==> src/rtl/wb_master_standard_pkg.sv <==
`timescale 1ns/1ps
`default_nettype none
// ============================================================================
// Module      : wb_pkg
// Description : Shared widths and FSM state type for the Wishbone block master.
// Revision    : 1.0 - initial release
// ============================================================================
package wb_pkg;

  localparam int ADR_W = 16;
  localparam int DAT_W = 16;
  localparam int LEN_W = 8;

  typedef enum logic [1:0] {
    IDLE   = 2'd0,
    FETCH  = 2'd1,
    BUS    = 2'd2,
    FINISH = 2'd3
  } state_t;

endpackage
`default_nettype wire

==> src/rtl/wb_master_standard_if.sv <==
`timescale 1ns/1ps
`default_nettype none
// ============================================================================
// Module      : if_wb
// Description : Wishbone classic bus bundle. Data names are slave-relative:
//               dat_i carries write data into the slave, dat_o read data out.
// Revision    : 1.0 - initial release
// ============================================================================
interface if_wb (
  input wire logic clk,
  input wire logic rst
);

  logic                      cyc;
  logic                      stb;
  logic                      we;
  logic [wb_pkg::ADR_W-1:0]  adr;
  logic [wb_pkg::DAT_W-1:0]  dat_i;
  logic [wb_pkg::DAT_W-1:0]  dat_o;
  logic                      ack;

  modport master (
    input  clk, rst, dat_o, ack,
    output cyc, stb, we, adr, dat_i
  );

  modport slave (
    input  clk, rst, cyc, stb, we, adr, dat_i,
    output dat_o, ack
  );

endinterface
`default_nettype wire

==> src/rtl/wb_master_standard_timeout.sv <==
`timescale 1ns/1ps
`default_nettype none
// ============================================================================
// Module      : wb_timeout
// Description : Counts strobe cycles without acknowledge and flags expiry in
//               the TIMEOUT-th such cycle. An ack in that same cycle masks
//               expiry so the beat completes normally. TIMEOUT=0 disables it.
// Revision    : 1.0 - initial release
// ============================================================================
module wb_timeout #(
  parameter int TIMEOUT = 15
) (
  input  wire logic clk,
  input  wire logic rst,
  input  wire logic start,
  input  wire logic ack,
  input  wire logic enable,
  output logic      expired
);

  localparam int            CW     = (TIMEOUT < 2) ? 1 : $clog2(TIMEOUT + 1);
  localparam logic [CW-1:0] C_LAST = CW'((TIMEOUT > 0) ? (TIMEOUT - 1) : 0);
  localparam logic [CW-1:0] C_MAX  = '1;

  logic [CW-1:0] cnt_q;
  logic [CW-1:0] cnt_cur;

  // count of earlier stalled strobe cycles, forced to zero on a fresh strobe
  assign cnt_cur = start ? '0 : cnt_q;

  assign expired = (TIMEOUT != 0) && enable && !ack && (cnt_cur == C_LAST);

  // accumulate stalled strobe cycles; any idle cycle or ack clears the count
  always_ff @(posedge clk or posedge rst) begin
    if (rst) begin
      cnt_q <= '0;
    end else if (!enable || ack) begin
      cnt_q <= '0;
    end else if (cnt_cur != C_MAX) begin
      cnt_q <= cnt_cur + 1'b1;
    end else begin
      cnt_q <= cnt_cur;
    end
  end

endmodule
`default_nettype wire

==> src/rtl/wb_master_standard.sv <==
`timescale 1ns/1ps
`default_nettype none
// ============================================================================
// Module      : wb_master_standard
// Description : Wishbone classic block master. Accepts a read or write block
//               command, runs one standard cycle per beat with a one-cycle
//               idle gap between beats, streams read data out and pulses
//               done (with done_err on timeout) at block end.
// Revision    : 1.0 - initial release
// ============================================================================
module wb_master_standard
  import wb_pkg::*;
#(
  parameter int TIMEOUT = 15
) (
  if_wb.master             wb,
  input  wire logic             cmd_valid,
  output logic                  cmd_ready,
  input  wire logic             cmd_we,
  input  wire logic [ADR_W-1:0] cmd_adr,
  input  wire logic [LEN_W-1:0] cmd_len,
  input  wire logic             wdat_valid,
  output logic                  wdat_ready,
  input  wire logic [DAT_W-1:0] wdat,
  output logic                  rsp_valid,
  output logic [DAT_W-1:0]      rsp_dat,
  output logic                  done,
  output logic                  done_err
);

  state_t             state_q;
  logic               cyc_q;
  logic               stb_q;
  logic               stb_prev_q;
  logic               we_q;
  logic [ADR_W-1:0]   adr_q;
  logic [DAT_W-1:0]   dat_q;
  logic [LEN_W-1:0]   len_q;
  logic               rsp_valid_q;
  logic [DAT_W-1:0]   rsp_dat_q;
  logic               done_q;
  logic               done_err_q;
  logic               stb_rise;
  logic               expired;

  // handshake readies are state decodes, held low while reset is asserted
  assign cmd_ready  = !wb.rst && (state_q == IDLE);
  assign wdat_ready = !wb.rst && (state_q == FETCH);

  assign wb.cyc     = cyc_q;
  assign wb.stb     = stb_q;
  assign wb.we      = we_q;
  assign wb.adr     = adr_q;
  assign wb.dat_i   = dat_q;
  assign rsp_valid  = rsp_valid_q;
  assign rsp_dat    = rsp_dat_q;
  assign done       = done_q;
  assign done_err   = done_err_q;

  assign stb_rise   = stb_q && !stb_prev_q;

  // remember last strobe level to detect the start of each beat
  always_ff @(posedge wb.clk or posedge wb.rst) begin
    if (wb.rst) begin
      stb_prev_q <= 1'b0;
    end else begin
      stb_prev_q <= stb_q;
    end
  end

  wb_timeout #(
    .TIMEOUT (TIMEOUT)
  ) u_timeout (
    .clk     (wb.clk),
    .rst     (wb.rst),
    .start   (stb_rise),
    .ack     (wb.ack),
    .enable  (stb_q),
    .expired (expired)
  );

  // block sequencer: command latch, write-data fetch, bus beats, completion
  always_ff @(posedge wb.clk or posedge wb.rst) begin
    if (wb.rst) begin
      state_q     <= IDLE;
      cyc_q       <= 1'b0;
      stb_q       <= 1'b0;
      we_q        <= 1'b0;
      adr_q       <= '0;
      dat_q       <= '0;
      len_q       <= '0;
      rsp_valid_q <= 1'b0;
      rsp_dat_q   <= '0;
      done_q      <= 1'b0;
      done_err_q  <= 1'b0;
    end else begin
      rsp_valid_q <= 1'b0;
      done_q      <= 1'b0;
      done_err_q  <= 1'b0;
      case (state_q)
        IDLE: begin
          if (cmd_valid) begin
            we_q  <= cmd_we;
            adr_q <= cmd_adr;
            len_q <= cmd_len;
            if (cmd_we) begin
              state_q <= FETCH;
            end else begin
              state_q <= BUS;
              cyc_q   <= 1'b1;
              stb_q   <= 1'b1;
            end
          end
        end
        FETCH: begin
          if (wdat_valid) begin
            dat_q   <= wdat;
            state_q <= BUS;
            cyc_q   <= 1'b1;
            stb_q   <= 1'b1;
          end
        end
        BUS: begin
          if (!stb_q) begin
            // inter-beat gap of a read block is over; ack here is ignored
            cyc_q <= 1'b1;
            stb_q <= 1'b1;
          end else if (wb.ack) begin
            cyc_q <= 1'b0;
            stb_q <= 1'b0;
            if (!we_q) begin
              rsp_dat_q   <= wb.dat_o;
              rsp_valid_q <= 1'b1;
            end
            if (len_q == '0) begin
              state_q <= FINISH;
              done_q  <= 1'b1;
            end else begin
              len_q <= len_q - 1'b1;
              adr_q <= adr_q + 1'b1;
              if (we_q) begin
                state_q <= FETCH;
              end
            end
          end else if (expired) begin
            cyc_q      <= 1'b0;
            stb_q      <= 1'b0;
            state_q    <= FINISH;
            done_q     <= 1'b1;
            done_err_q <= 1'b1;
          end
        end
        FINISH: begin
          state_q <= IDLE;
        end
        default: begin
          state_q <= IDLE;
        end
      endcase
    end
  end

endmodule
`default_nettype wire

==> src/flat_wrapper.sv <==
// flat-port wrapper written by rule: the top's interface ports become plain ports
module wb_master_standard_flat import wb_pkg::*;
#(
  parameter int TIMEOUT = 15
)
  (cmd_valid, cmd_ready, cmd_we, cmd_adr, cmd_len, wdat_valid, wdat_ready, wdat, rsp_valid, rsp_dat, done, done_err, clk, rst, wb_dat_o, wb_ack, wb_cyc, wb_stb, wb_we, wb_adr, wb_dat_i);
  if_wb wb_i (.clk(clk), .rst(rst));
  input  wire logic cmd_valid;
  output logic cmd_ready;
  input  wire logic cmd_we;
  input  wire logic [ADR_W-1:0] cmd_adr;
  input  wire logic [LEN_W-1:0] cmd_len;
  input  wire logic wdat_valid;
  output logic wdat_ready;
  input  wire logic [DAT_W-1:0] wdat;
  output logic rsp_valid;
  output logic [DAT_W-1:0] rsp_dat;
  output logic done;
  output logic done_err;
  input wire logic clk;
  input wire logic rst;
  input wire logic [$bits(wb_i.dat_o)-1:0] wb_dat_o;
  input wire logic [$bits(wb_i.ack)-1:0] wb_ack;
  output wire logic [$bits(wb_i.cyc)-1:0] wb_cyc;
  output wire logic [$bits(wb_i.stb)-1:0] wb_stb;
  output wire logic [$bits(wb_i.we)-1:0] wb_we;
  output wire logic [$bits(wb_i.adr)-1:0] wb_adr;
  output wire logic [$bits(wb_i.dat_i)-1:0] wb_dat_i;
  assign wb_i.dat_o = wb_dat_o;
  assign wb_i.ack = wb_ack;
  assign wb_cyc = wb_i.cyc;
  assign wb_stb = wb_i.stb;
  assign wb_we = wb_i.we;
  assign wb_adr = wb_i.adr;
  assign wb_dat_i = wb_i.dat_i;
  wb_master_standard #(.TIMEOUT(TIMEOUT)) u_core (.wb(wb_i), .cmd_valid(cmd_valid), .cmd_ready(cmd_ready), .cmd_we(cmd_we), .cmd_adr(cmd_adr), .cmd_len(cmd_len), .wdat_valid(wdat_valid), .wdat_ready(wdat_ready), .wdat(wdat), .rsp_valid(rsp_valid), .rsp_dat(rsp_dat), .done(done), .done_err(done_err));
endmodule
==> config.mk <==
export PLATFORM = sky130hd
export DESIGN_NAME = wb_master_standard_flat
export DESIGN_NICKNAME = d
export VERILOG_FILES = /design/src/rtl/wb_master_standard_pkg.sv /design/src/rtl/wb_master_standard_if.sv /design/src/rtl/wb_master_standard_timeout.sv /design/src/rtl/wb_master_standard.sv /design/src/flat_wrapper.sv
export SDC_FILE = /design/constraint.sdc
export NUM_CORES = 1
export LEC_CHECK = 0
export BUFFER_PORTS_ARGS = -buffer_cell sky130_fd_sc_hd__buf_2
export CORE_MARGIN = 2
export CORE_UTILIZATION = 45
export CTS_CLUSTER_SIZE = 20
export DETAILED_ROUTE_END_ITERATION = 16
export GPL_TIMING_DRIVEN = 0
export PLACE_DENSITY = 0.73
export SLEW_MARGIN = 25
export SYNTH_ARGS = -nofsm -noshare
export SYNTH_HDL_FRONTEND = slang
export SYNTH_SLANG_ARGS = --single-unit
==> constraint.sdc <==
create_clock -name clk -period 3.5 [get_ports clk]
set_input_delay 0.35 -clock clk [delete_from_list [all_inputs] [get_ports clk]]
set_output_delay 0.35 -clock clk [all_outputs]
set_load 0.05 [all_outputs]
==> load_flow_metrics.sql, run 1 <==
INSERT INTO impl_metrics (metric_group, metric, value, unit) VALUES
('timing', 'slew_violations', '0', ''),
('synth', 'synth.ff_latch_count', '69', ''),
('finish', 'nNetsFinal', '523', ''),
('pwr', 'share_clk_of_total_power', '13.2', '%'),
('pwr', 'vdd.ir_drop.worst', '0.0007194', 'V'),
('detailed_routing', 'wl_met1', '4.009', 'mm'),
('synth', 'flip_flop_cell_with_the_highest_count_after_synthesis', 'dfrtp_1', ''),
('timing', 'timing.final.crit_period', '2.214', 'ns'),
('pwr', 'power_per_cell_area', '1133', 'nW/µm²'),
('clock_network', 'cts_num_sinks', '69', ''),
('clock_network', 'number_of_buffers_on_the_longest_clock_path', '2', ''),
('detailed_routing', 'firstDrtPassIters', '4', ''),
('floorplanning', 'io-pin-count', '118', ''),
('grt', 'grt_start_max_net_pins', '55', ''),
('clock_network', 'cts.reportedPaths.clkPinSlew', '0.08', 'ns'),
('synth', 'synth.top_cell.area_share', '49.30', '%'),
('critical_path', 'crit_type', 'flip-flop to flip-flop', ''),
('synth', 'synth_edf_count', '0', ''),
('floorplanning', 'core-area', '7647', 'µm²'),
('timing', 'final_period_utilization', '63.25', '%'),
('synth', 'synth_area_per_cell', '10.68', 'µm²'),
('synth', 'syn-instance-count', '328', ''),
('pwr', 'switching_share', '53.14', '%'),
('clock_network', 'cts_max_level', '3', ''),
('clock_network', 'cts_post_setup_buffers_inserted', '0', ''),
('critical_path', 'arrival_time_worst_endpoint', '2.45', 'ns'),
('detailed_routing', 'vias_per_cell', '5.683', ''),
('floorplanning', 'dieHeight', '92.22', 'µm'),
('flow_run', 'cap_viol_max_count', '0', ''),
('pwr', 'power.sequential.fraction', '30.0', '%'),
('synth', 'synth.yosys.warnings', '0', ''),
('critical_path', 'timing.critical_path.slowest_stage_cell', 'dfrtp_1', ''),
('timing', 'report.final.setup_viol', '0', ''),
('floorplanning', 'design.die.area', '8505', 'µm²'),
('timing', 'hold_ws', '0.2306', 'ns'),
('clock_network', 'cts_tree', 'done', ''),
('critical_path', 'critical_path.cell_chain', 'inv_1, ha_1, nor4b_2, nand3_1, clkbuf_1, a31oi_1, a21oi_1', ''),
('timing', 'finalHoldViolCount', '0', ''),
('timing', 'fmax', '451.7', 'MHz'),
('grt', 'globalRouteOverflowTotal', '0', ''),
('detailed_routing', 'vias', '3205', ''),
('synth', 'synth.top_cells.by_count', 'dfrtp_1 (69), mux2_2 (32), nand2_1 (22), nor2_1 (22), a21oi_1 (19)', ''),
('synth', 'synth.net_count', '394', ''),
('placement', 'hpwl', '6.711', 'mm'),
('clock_network', 'clock_insertion_delay_worst_skew', '0.35', 'ns'),
('detailed_routing', 'wl_met2', '4.373', 'mm'),
('grt', 'first_pass_grt_wire_length', '15.00', 'mm'),
('timing', 'grt_setup_unrepaired', 'no', ''),
('clock_network', 'clock_tree.root_cell', 'clkbuf_8', ''),
('synth', 'yosysTopAreaCell', 'dfrtp_1', ''),
('grt', 'initial_antenna_violation_count', '0', ''),
('synth', 'async_flop_share', '100.0', '%'),
('grt', 'gr-usage-all-layers', '22.36', '%'),
('timing', 'worst_slew_margin', '63.07', '%'),
('detailed_routing', 'route.detailed.drc', '0', ''),
('critical_path', 'path_max_fanout', '10', ''),
('floorplanning', 'num_rows', '32', ''),
('pwr', 'power.combinational.fraction', '56.8', '%'),
('finish', 'area_growth_syn_to_layout', '27.01', '%'),
('detailed_routing', 'highest_layer', 'met4', ''),
('timing', 'totalNegativeSetupSlack', '0', 'ns'),
('pwr', 'power.switching', '0.002678', 'W'),
('run_status', 'result_of_the_run', 'finished clean', ''),
('critical_path', 'kind_of_end_point_of_the_critical_path', 'flip-flop', ''),
('floorplanning', 'floorplan.initialDensity', '45.80', '%'),
('critical_path', 'max_stage_delay', '0.40', 'ns'),
('detailed_routing', 'first_iter_violations', '185', ''),
('detailed_routing', 'totalWireLength', '9.317', 'mm'),
('critical_path', 'critical_path_required', '3.73', 'ns'),
('synth', 'syn-cell-area', '3502', 'µm²'),
('synth', 'ys_seq_area_share', '49.30', '%');
path summary, 6_finish.rpt:
path                                      start            endpoint  slack, ns  cells past startpoint
worst min-delay path                    wdat[2]  u_core.wb.dat_i[2]       0.23                      2
worst max-delay path            u_core.len_q[0]     u_core.len_q[6]       1.29                      7
min in group asynchronous                   rst  u_core.rsp_dat[11]       0.50                      3
worst min register to register    u_core.wb.stb   u_core.stb_prev_q       0.42                      0
max in group asynchronous                   rst   u_core.rsp_dat[5]       2.47                      4
worst max register to register  u_core.len_q[0]     u_core.len_q[6]       1.29                      7
power groups by stage:
stage	registers [W]	logic (W)	clock network (W)
after floorplan	0.00253	0.00114	0
after detailed placement	0.00152	0.00286	0
after CTS	0.00150	0.00287	0.000676
after global routing	0.00157	0.00305	0.000715
after global placement	0.00150	0.00281	0
final	0.00151	0.00286	0.000665
state kept, by name, summed over array words and instances, names as in the netlist:
| name | count |
|---|---|
| u_core.rsp_dat | 16 |
| u_core.u_timeout.cnt_q | 4 |
| u_core.wb.cyc | 1 |
| u_core.wb.we | 1 |
| u_core.wb.adr | 16 |
| u_core.done_err | 1 |
| u_core.wb.dat_i | 16 |
| u_core.stb_prev_q | 1 |
| u_core.state_q | 2 |
| u_core.done | 1 |
| u_core.wb.stb | 1 |
| u_core.len_q | 8 |
| u_core.rsp_valid | 1 |
final cells by class:
cell class	count	area [µm²]	area share, %
repair buffers	118	618.1	13.90
clock inverters	7	73.82	1.660
well taps	102	127.6	2.869
inverters	8	32.53	0.7314
multi-input cells	232	1649	37.07
flip-flops and latches	69	1727	38.82
plain buffers	19	96.34	2.166
clock buffers	9	123.9	2.785
metal layers:
layer  global-route usage [%]  vias to the layer above
met5                        0                        -
met4                    7.960                        0
met3                    4.766                       16
met2                    37.38                      178
met1                    28.72                     1511
li1                         -                     1500
timing repair:
action,CTS,global route
resized for setup,0,0
hold endpoints to repair,15,0
hold buffers,1,0
kinds of logic (layout without fill, tap and decap cells):
kind of cell | after synthesis | count (layout) | share of synthesized area (%)
buffers and inverters | 27 | 161 | 3.608
AND/OR/NAND/NOR | 103 | 103 | 16.79
AO/OA/AOI/OAI | 91 | 91 | 18.04
adder cells (fa/ha/maj) | 4 | 4 | 1.429
XOR/XNOR | 1 | 1 | 0.2501
flip-flops | 69 | 69 | 49.30
multiplexers | 33 | 33 | 10.58
placed cells by master, fill, tap and decap left out, drive strengths merged, types with 10 or more instances in the layout:
master,n
a31oi,13
clkbuf,15
nand3,14
dfrtp,69
mux2,32
buf,130
inv,10
nor2,23
nand2,23
a21oi,20
o21ai,13
critical path, delay by kind of cell, from the launching register on:
| family | cells | cell delay [ns] |
|---|---|---|
| flip-flops | 1 | 0.40 |
| AO/OA/AOI/OAI | 2 | 0.31 |
| adder cells (fa/ha/maj) | 1 | 0.22 |
| buffers and inverters | 2 | 0.47 |
| AND/OR/NAND/NOR | 2 | 0.71 |
metrics by stage:
| step | setup WS, ns | total power [W] | utilization [%] | std cells | area (µm²) |
|---|---|---|---|---|---|
| final | 1.286 | 0.005038 | 58.16 | 564 | 4448 |
| after global routing | 1.133 | 0.005338 | 58.16 | 564 | 4448 |
| after CTS | 1.355 | 0.005050 | 58.16 | 564 | 4448 |
| after detailed placement | 1.374 | 0.004384 | 55.45 | 547 | 4240 |
| after global placement | 0.5533 | 0.004315 | 55.06 | 546 | 4210 |
| after floorplan | 1.374 | 0.003665 | - | 328 | 3502 |
No activity file was read; power rests on OpenSTA's default activity.
==> inputs of run 2 (changes only) <==
--- a/config.mk
+++ b/config.mk
@@ -5,13 +5,14 @@
 export SDC_FILE = /design/constraint.sdc
 export NUM_CORES = 1
 export LEC_CHECK = 0
+export ABC_AREA = 1
 export BUFFER_PORTS_ARGS = -buffer_cell sky130_fd_sc_hd__buf_2
 export CORE_MARGIN = 2
 export CORE_UTILIZATION = 45
 export CTS_CLUSTER_SIZE = 20
 export DETAILED_ROUTE_END_ITERATION = 16
 export GPL_TIMING_DRIVEN = 0
-export PLACE_DENSITY = 0.73
+export PLACE_DENSITY = 0.75
 export SLEW_MARGIN = 25
 export SYNTH_ARGS = -nofsm -noshare
 export SYNTH_HDL_FRONTEND = slang
==> constraint.sdc (replaced) <==
create_clock -name clk -period 1.9 [get_ports clk]
set_input_delay 0.19 -clock clk [delete_from_list [all_inputs] [get_ports clk]]
set_output_delay 0.19 -clock clk [all_outputs]
set_load 0.05 [all_outputs]
==> load_flow_metrics.sql, run 2 <==
INSERT INTO impl_metrics (metric_group, metric, value, unit) VALUES
('run_status', 'result_of_the_run', 'finished clean', ''),
('critical_path', 'arrival_time_worst_endpoint', '1.97', 'ns'),
('synth', 'synth.net_count', '552', ''),
('floorplanning', 'core-area', '8093', 'µm²'),
('synth', 'yosysTopAreaCell', 'dfrtp_1', ''),
('critical_path', 'startpoint_type', 'flip-flop', ''),
('detailed_routing', 'first_iter_violations', '143', ''),
('grt', 'via_count_of_the_first_global_routing_pass', '3413', ''),
('finish', 'layout_commonest_cell', 'nand2_1', ''),
('critical_path', 'path_max_fanout', '10', ''),
('timing', 'hold_ws', '0.04405', 'ns'),
('detailed_routing', 'vias', '3542', ''),
('grt', 'gr-usage-all-layers', '21.91', '%'),
('synth', 'syn-instance-count', '486', ''),
('synth', 'flip_flop_cell_with_the_highest_count_after_synthesis', 'dfrtp_1', ''),
('clock_network', 'cts_post_setup_buffers_inserted', '0', ''),
('critical_path', 'r2r-start', 'u_core.len_q[0]', ''),
('floorplanning', 'design.die.area', '8978', 'µm²'),
('synth', 'synth.yosys.warnings', '0', ''),
('finish', 'final_area', '4755', 'µm²'),
('synth', 'synth.top_cell.area_share', '46.59', '%'),
('critical_path', 'timing.reg2reg.setup_slack', '0.17', 'ns'),
('synth', 'distinct_cells_synth', '32', ''),
('synth', 'synth.top_cells.by_count', 'nand2_1 (169), dfrtp_1 (69), nor2_1 (62)', ''),
('critical_path', 'crit_buf_inv', '3', ''),
('synth', 'syn-cell-area', '3706', 'µm²'),
('detailed_routing', 'firstDrtPassIters', '5', ''),
('critical_path', 'r2r_end', 'u_core.len_q[7]', ''),
('finish', 'num_antenna_cells', '0', ''),
('clock_network', 'clock_insertion_delay_worst_skew', '0.35', 'ns'),
('floorplanning', 'io-pin-count', '118', ''),
('finish', 'nNetsFinal', '683', ''),
('clock_network', 'cts-buffers-inserted', '9', ''),
('critical_path', 'timing.critical_path.slowest_stage_cell', 'dfrtp_1', ''),
('finish', 'share_of_post_route_cells_with_drive_strength_above_1', '30.55', '%'),
('critical_path', 'critical_path.cell_chain', 'inv_2, ha_2, nand2_1, nor2_2, nand2_1, nand2_2, buf_6, buf_8, nor2_2, nand2_1, nand2_1', ''),
('worst_hold_path', 'hold_path_depth', '3', ''),
('clock_network', 'number_of_buffers_on_the_longest_clock_path', '2', ''),
('critical_path', 'setup.worst_path.start', 'u_core.len_q[0]', ''),
('floorplanning', 'dieHeight', '94.75', 'µm'),
('timing', 'totalNegativeSetupSlack', '0', 'ns'),
('detailed_routing', 'totalWireLength', '9.368', 'mm'),
('floorplanning', 'num_rows', '33', ''),
('detailed_routing', 'route.detailed.wl_per_inst', '12.89', 'µm'),
('timing', 'timing.final.crit_period', '1.727', 'ns'),
('critical_path', 'critical_path_required', '2.14', 'ns'),
('critical_path', 'kind_of_end_point_of_the_critical_path', 'flip-flop', ''),
('finish', 'area_growth_syn_to_layout', '28.29', '%'),
('timing', 'grt_setup_unrepaired', 'no', ''),
('timing', 'final_period_utilization', '90.91', '%'),
('synth', 'synth.most_common_cell', 'nand2_1', ''),
('finish', 'layout_common_cells', 'nand2_1 (169), buf_2 (123), dfrtp_1 (68), nor2_1 (60), o21ai_0 (40)', ''),
('clock_network', 'clock_tree.root_cell', 'clkbuf_8', ''),
('worst_hold_path', 'worst_hold_startpoint', 'wb_dat_o[10]', ''),
('timing', 'worst_pin_slew', '0.5321', 'ns'),
('floorplanning', 'die_w', '94.75', 'µm'),
('flow_run', 'cap_viol_max_count', '0', ''),
('timing', 'finalHoldViolCount', '0', ''),
('placement', 'gp_routability_congestion', '0.9205', ''),
('clock_network', 'cts_max_level', '3', ''),
('pwr', 'static-leakage-power', '2.557', 'nW'),
('clock_network', 'cts.reportedPaths.clkPinSlew', '0.08', 'ns'),
('synth', 'ys_seq_area_share', '46.59', '%'),
('synth', 'post_synth_main_area_contributors', 'dfrtp_1 (47%), nand2_1 (17%), nor2_1 (6.3%), o21ai_0 (5.4%), mux2_2 (4.9%)', ''),
('critical_path', 'timing.critical_path.max_delay_family', 'simple AND/OR/NAND/NOR gates', ''),
('clock_network', 'cts_tree', 'done', ''),
('placement', 'dpl_cell_area', '4467', 'µm²'),
('placement', 'hpwl', '7.093', 'mm'),
('synth', 'async_flop_share', '100.0', '%'),
('worst_hold_path', 'timing.hold.worst.class', 'input port to flip-flop', ''),
('timing', 'report.final.setup_viol', '0', ''),
('timing', 'clock_skew', '0.008094', 'ns'),
('detailed_routing', 'vias_per_cell', '4.872', ''),
('placement', 'place.port_buffers', '117', ''),
('timing', 'slew_violations', '0', ''),
('synth', 'synth.ff_latch_count', '69', ''),
('clock_network', 'cts_num_sinks', '69', ''),
('critical_path', 'max_stage_delay', '0.39', 'ns'),
('critical_path', 'worstRegToRegCells', '11', ''),
('timing', 'fmax', '579.0', 'MHz'),
('finish', 'filler_cell_count', '778', ''),
('grt', 'first_pass_grt_wire_length', '15.32', 'mm'),
('critical_path', 'crit_type', 'flip-flop to flip-flop', ''),
('finish', 'core_occupancy_in_the_finished_layout', '58.75', '%'),
('critical_path', 'path_common_cell', 'nand2_1', ''),
('synth', 'synth_area_per_cell', '7.626', 'µm²'),
('grt', 'globalRouteOverflowTotal', '0', ''),
('synth', 'synth_edf_count', '0', ''),
('pwr', 'power_per_cell_area', '2031', 'nW/µm²'),
('pwr', 'vdd.ir_drop.worst', '0.0009346', 'V'),
('grt', 'initial_antenna_violation_count', '0', ''),
('worst_hold_path', 'worst_hold_path.endpoint', 'u_core.rsp_dat[10]', ''),
('timing', 'worst_slew_margin', '64.53', '%'),
('critical_path', 'timing.critical_path.depth', '11', ''),
('detailed_routing', 'drt.antenna.violating_nets', '0', ''),
('detailed_routing', 'route.detailed.drc', '0', ''),
('grt', 'grt_start_max_net_pins', '31', ''),
('floorplanning', 'floorplan.initialDensity', '45.79', '%');
==> run 2: cell count changes after synthesis, moves of 5 or more <==
cell | previous run | this run
nand2_1 | 22 | 169
nor2_1 | 22 | 62
inv_1 | 8 | 40
o21ai_0 | 13 | 40
mux2_2 | 32 | 16
a31oi_1 | 13 | 0
nand3_1 | 13 | 26
a21oi_1 | 19 | 7
nand2b_1 | 7 | 0
o31ai_1 | 8 | 1
o22ai_1 | 6 | 0
nand4_1 | 2 | 7
nor2_2 | 0 | 5
==> run 2: what timing repair did <==
item / in CTS / in global routing
endpoints found under the hold margin: 13 / 0
setup endpoints to repair: 0 / 18
gates resized for setup: 0 / 5
hold buffers: 1 / 0
==> run 2: power breakdown <==
group	switching (W)	leakage (nW)	internal, W	total, W
Sequential	0.000527	0.851	0.00214	0.00267
Clock	0.000593	0.130	0.00101	0.00161
Combinational	0.00391	1.58	0.00147	0.00538
==> run 2: routing by layer <==
metal / up-vias / GRT usage, % / part of all wire, %
li1: 1798 / - / -
met1: 1599 / 26.33 / 42
met2: 135 / 37.53 / 49
met3: 10 / 7.023 / 8.0
met4: 0 / 6.522 / 0.91
met5: - / 0 / 0
==> run 2: area by class of cell <==
class / count / area [µm²] / share of cell area, %
timing repair buffer: 120 / 635.6 / 13.37
multi-input combinational: 358 / 1717 / 36.11
inverter: 43 / 165.2 / 3.474
buffer: 16 / 108.9 / 2.289
sequential: 69 / 1728 / 36.34
clock buffer: 9 / 123.9 / 2.605
clock inverter: 7 / 145.1 / 3.053
tap: 105 / 131.4 / 2.763
==> run 2: cells by family (layout without fill, tap and decap cells) <==
group,after synthesis,after routing,synth area share [%]
buf+inv,59,195,7.292
xor+xnor,2,2,0.4727
mux,16,16,4.862
flops,69,69,46.59
fa+ha+maj,4,4,1.350
simple gates,281,281,31.40
compound gates,55,55,8.035
==> run 2: worst max-delay path by stage <==
stage / endpoint / slack [ns]
3_3_place_gp: u_core.wb.adr[5] / 0.15
5_1_grt: u_core.wb.adr[8] / 0.02
6_report: u_core.len_q[7] / 0.17
2_1_floorplan: u_core.u_timeout.cnt_q[3] / 0.12
4_1_cts: u_core.len_q[7] / 0.09
3_5_place_dp: u_core.len_q[7] / 0.11
==> run 2: per-stage QoR <==
step	power (W)	cells	worst slack (ns)
2_1_floorplan	0.006739	486	0.1207
3_3_place_gp	0.007893	708	0.1503
3_5_place_dp	0.008066	710	0.1110
4_1_cts	0.009689	727	0.08634
5_1_grt	0.01036	727	0.01916
6_report	0.009658	727	0.1728
==> run 2: tightest hold or removal path, delay by kind of cell <==
kind                   cells  cell delay [ns]
buffers and inverters      1             0.07
AND/OR/NAND/NOR            2             0.09
==> inputs of run 3 (changes only) <==
--- a/config.mk
+++ b/config.mk
@@ -5,7 +5,6 @@
 export SDC_FILE = /design/constraint.sdc
 export NUM_CORES = 1
 export LEC_CHECK = 0
-export ABC_AREA = 1
 export BUFFER_PORTS_ARGS = -buffer_cell sky130_fd_sc_hd__buf_2
 export CORE_MARGIN = 2
 export CORE_UTILIZATION = 45
==> load_flow_metrics.sql, run 3 (synthesis gave the netlist of run 1 again) <==
INSERT INTO impl_metrics (metric_group, metric, value, unit) VALUES
('detailed_routing', 'route.detailed.wl_per_inst', '17.03', 'µm'),
('pwr', 'internal_power', '0.004638', 'W'),
('clock_network', 'cts_tree', 'done', ''),
('placement', 'place.port_buffers', '116', ''),
('floorplanning', 'design.die.area', '8505', 'µm²'),
('placement', 'gp_routability_congestion', '0.9183', ''),
('clock_network', 'clock_insertion_delay_worst_skew', '0.34', 'ns'),
('timing', 'hold_ws', '0.07772', 'ns'),
('grt', 'via_count_of_the_first_global_routing_pass', '3230', ''),
('detailed_routing', 'vias', '3291', ''),
('detailed_routing', 'vias_per_cell', '5.764', ''),
('floorplanning', 'dieHeight', '92.22', 'µm'),
('pwr', 'static-leakage-power', '2.121', 'nW'),
('detailed_routing', 'first_iter_violations', '195', ''),
('critical_path', 'kind_of_end_point_of_the_critical_path', 'flip-flop', ''),
('pwr', 'power.switching', '0.005081', 'W'),
('floorplanning', 'floorplan.initialDensity', '45.80', '%'),
('finish', 'nNetsFinal', '530', ''),
('critical_path', 'arrival_time_worst_endpoint', '2.13', 'ns'),
('detailed_routing', 'route.detailed.drc', '0', ''),
('detailed_routing', 'drt.antenna.violating_nets', '0', ''),
('finish', 'layout_commonest_cell', 'buf_2', ''),
('finish', 'share_of_post_route_cells_with_drive_strength_above_1', '46.70', '%'),
('critical_path', 'path_max_fanout', '7', ''),
('timing', 'fmax', '538.3', 'MHz'),
('timing', 'totalNegativeSetupSlack', '0', 'ns'),
('critical_path', 'critical_path_required', '2.17', 'ns'),
('pwr', 'vdd.ir_drop.worst', '0.001503', 'V'),
('placement', 'placed_cells', '548', ''),
('timing', 'final_period_utilization', '97.78', '%'),
('finish', 'num_antenna_cells', '0', ''),
('clock_network', 'cts_max_level', '3', ''),
('floorplanning', 'num_rows', '32', ''),
('pwr', 'post-layout-total-power', '0.009719', 'W'),
('grt', 'gr-usage-all-layers', '23.43', '%'),
('grt', 'first_pass_grt_wire_length', '15.72', 'mm'),
('grt', 'globalRouteOverflowTotal', '0', ''),
('run_status', 'result_of_the_run', 'finished clean', ''),
('pwr', 'switching_share', '52.28', '%'),
('floorplanning', 'core-area', '7647', 'µm²'),
('timing', 'slew_violations', '0', ''),
('grt', 'grt_start_max_net_pins', '25', ''),
('critical_path', 'startpoint_type', 'flip-flop', ''),
('timing', 'timing.final.crit_period', '1.858', 'ns'),
('timing', 'report.final.setup_viol', '0', ''),
('pwr', 'power.sequential.fraction', '29.2', '%'),
('critical_path', 'crit_type', 'flip-flop to flip-flop', ''),
('floorplanning', 'io-pin-count', '118', ''),
('timing', 'finalHoldViolCount', '0', ''),
('flow_run', 'cap_viol_max_count', '0', ''),
('clock_network', 'cts_num_sinks', '69', ''),
('clock_network', 'clock_tree.root_cell', 'clkbuf_8', ''),
('placement', 'hpwl', '6.996', 'mm'),
('clock_network', 'cts.reportedPaths.clkPinSlew', '0.08', 'ns'),
('finish', 'layout_common_cells', 'buf_2 (121), dfrtp_1 (65), mux2_2 (32), nor2_1 (22), nand2_1 (21)', ''),
('finish', 'layoutNonFillerInstCount', '571', ''),
('finish', 'area_growth_syn_to_layout', '33.05', '%'),
('detailed_routing', 'firstDrtPassIters', '4', ''),
('pwr', 'share_clk_of_total_power', '13.7', '%'),
('grt', 'initial_antenna_violation_count', '0', ''),
('floorplanning', 'die_w', '92.22', 'µm'),
('placement', 'place_worst_setup_slack', '-0.2416', 'ns'),
('timing', 'worst_slew_margin', '60.81', '%'),
('clock_network', 'number_of_buffers_on_the_longest_clock_path', '2', ''),
('timing', 'clock_skew', '0.01338', 'ns'),
('pwr', 'power_per_cell_area', '2086', 'nW/µm²'),
('timing', 'worst_pin_slew', '0.5878', 'ns'),
('detailed_routing', 'totalWireLength', '9.725', 'mm'),
('worst_hold_path', 'timing.hold.worst.class', 'input port to flip-flop', ''),
('clock_network', 'cts-buffers-inserted', '9', ''),
('timing', 'post-route-worst-setup-slack', '0.04214', 'ns'),
('pwr', 'power.combinational.fraction', '57.1', '%');
==> run 3: timing repair <==
action                                  in CTS  in global routing
setup buffers                                4                  2
pin swaps                                    2                  1
gates resized for setup                      8                 20
hold buffers                                 1                  0
endpoints found under the setup margin      32                 29
hold endpoints to repair                    22                  0
==> run 3: layout make-up <==
cell class | count | area (µm²)
Buffer | 19 | 123.9
Clock buffer | 9 | 123.9
Clock inverter | 7 | 97.59
Fill cell | 668 | 2988
Inverter | 8 | 33.78
Multi-Input combinational cell | 232 | 1738
Sequential cell | 69 | 1732
Tap cell | 102 | 127.6
Timing Repair Buffer | 125 | 683.2
==> run 3: metrics by stage <==
stage,util [%],area (µm²)
after floorplan,-,3530
after global placement,55.42,4238
after detailed placement,56.04,4285
after CTS,59.83,4576
after global routing,60.93,4659
final,60.93,4659
==> run 3: final timing paths <==
path	startpoint	end	slack [ns]	cells past startpoint
min reg2reg	u_core.wb.cyc	u_core.wb.cyc	0.49	2
max in group asynchronous	rst	u_core.wb.adr[2]	0.89	4
max reg2reg	u_core.wb.adr[0]	u_core.wb.adr[14]	0.04	5
min in group asynchronous	rst	u_core.wb.adr[12]	0.49	3
min	wdat[8]	u_core.wb.dat_i[8]	0.08	2
max	u_core.wb.adr[0]	u_core.wb.adr[14]	0.04	5
==> run 3: power by group through the flow <==
stage | registers, W | logic [W] | clock network [W]
after floorplan | 0.00468 | 0.00211 | 0
after global placement | 0.00278 | 0.00521 | 0
after detailed placement | 0.00283 | 0.00533 | 0
after CTS | 0.00281 | 0.00538 | 0.00136
after global routing | 0.00294 | 0.00590 | 0.00143
final | 0.00284 | 0.00555 | 0.00133
==> run 3: worst max-delay path, stage by stage (launching register included) <==
cell and delay [ns]:
dfrtp_2 0.45, ha_4 0.17, nand3_1 0.19, or4_4 0.60, a211oi_2 0.25, a2bb2oi_2 0.14
==> run 3: routing by layer <==
layer	vias to the layer above	global-route usage [%]	share of wire (%)
li1	1510	-	-
met1	1555	30.45	42
met2	203	38.91	47
met3	23	4.108	8.9
met4	0	9.453	2.0
met5	-	0	0
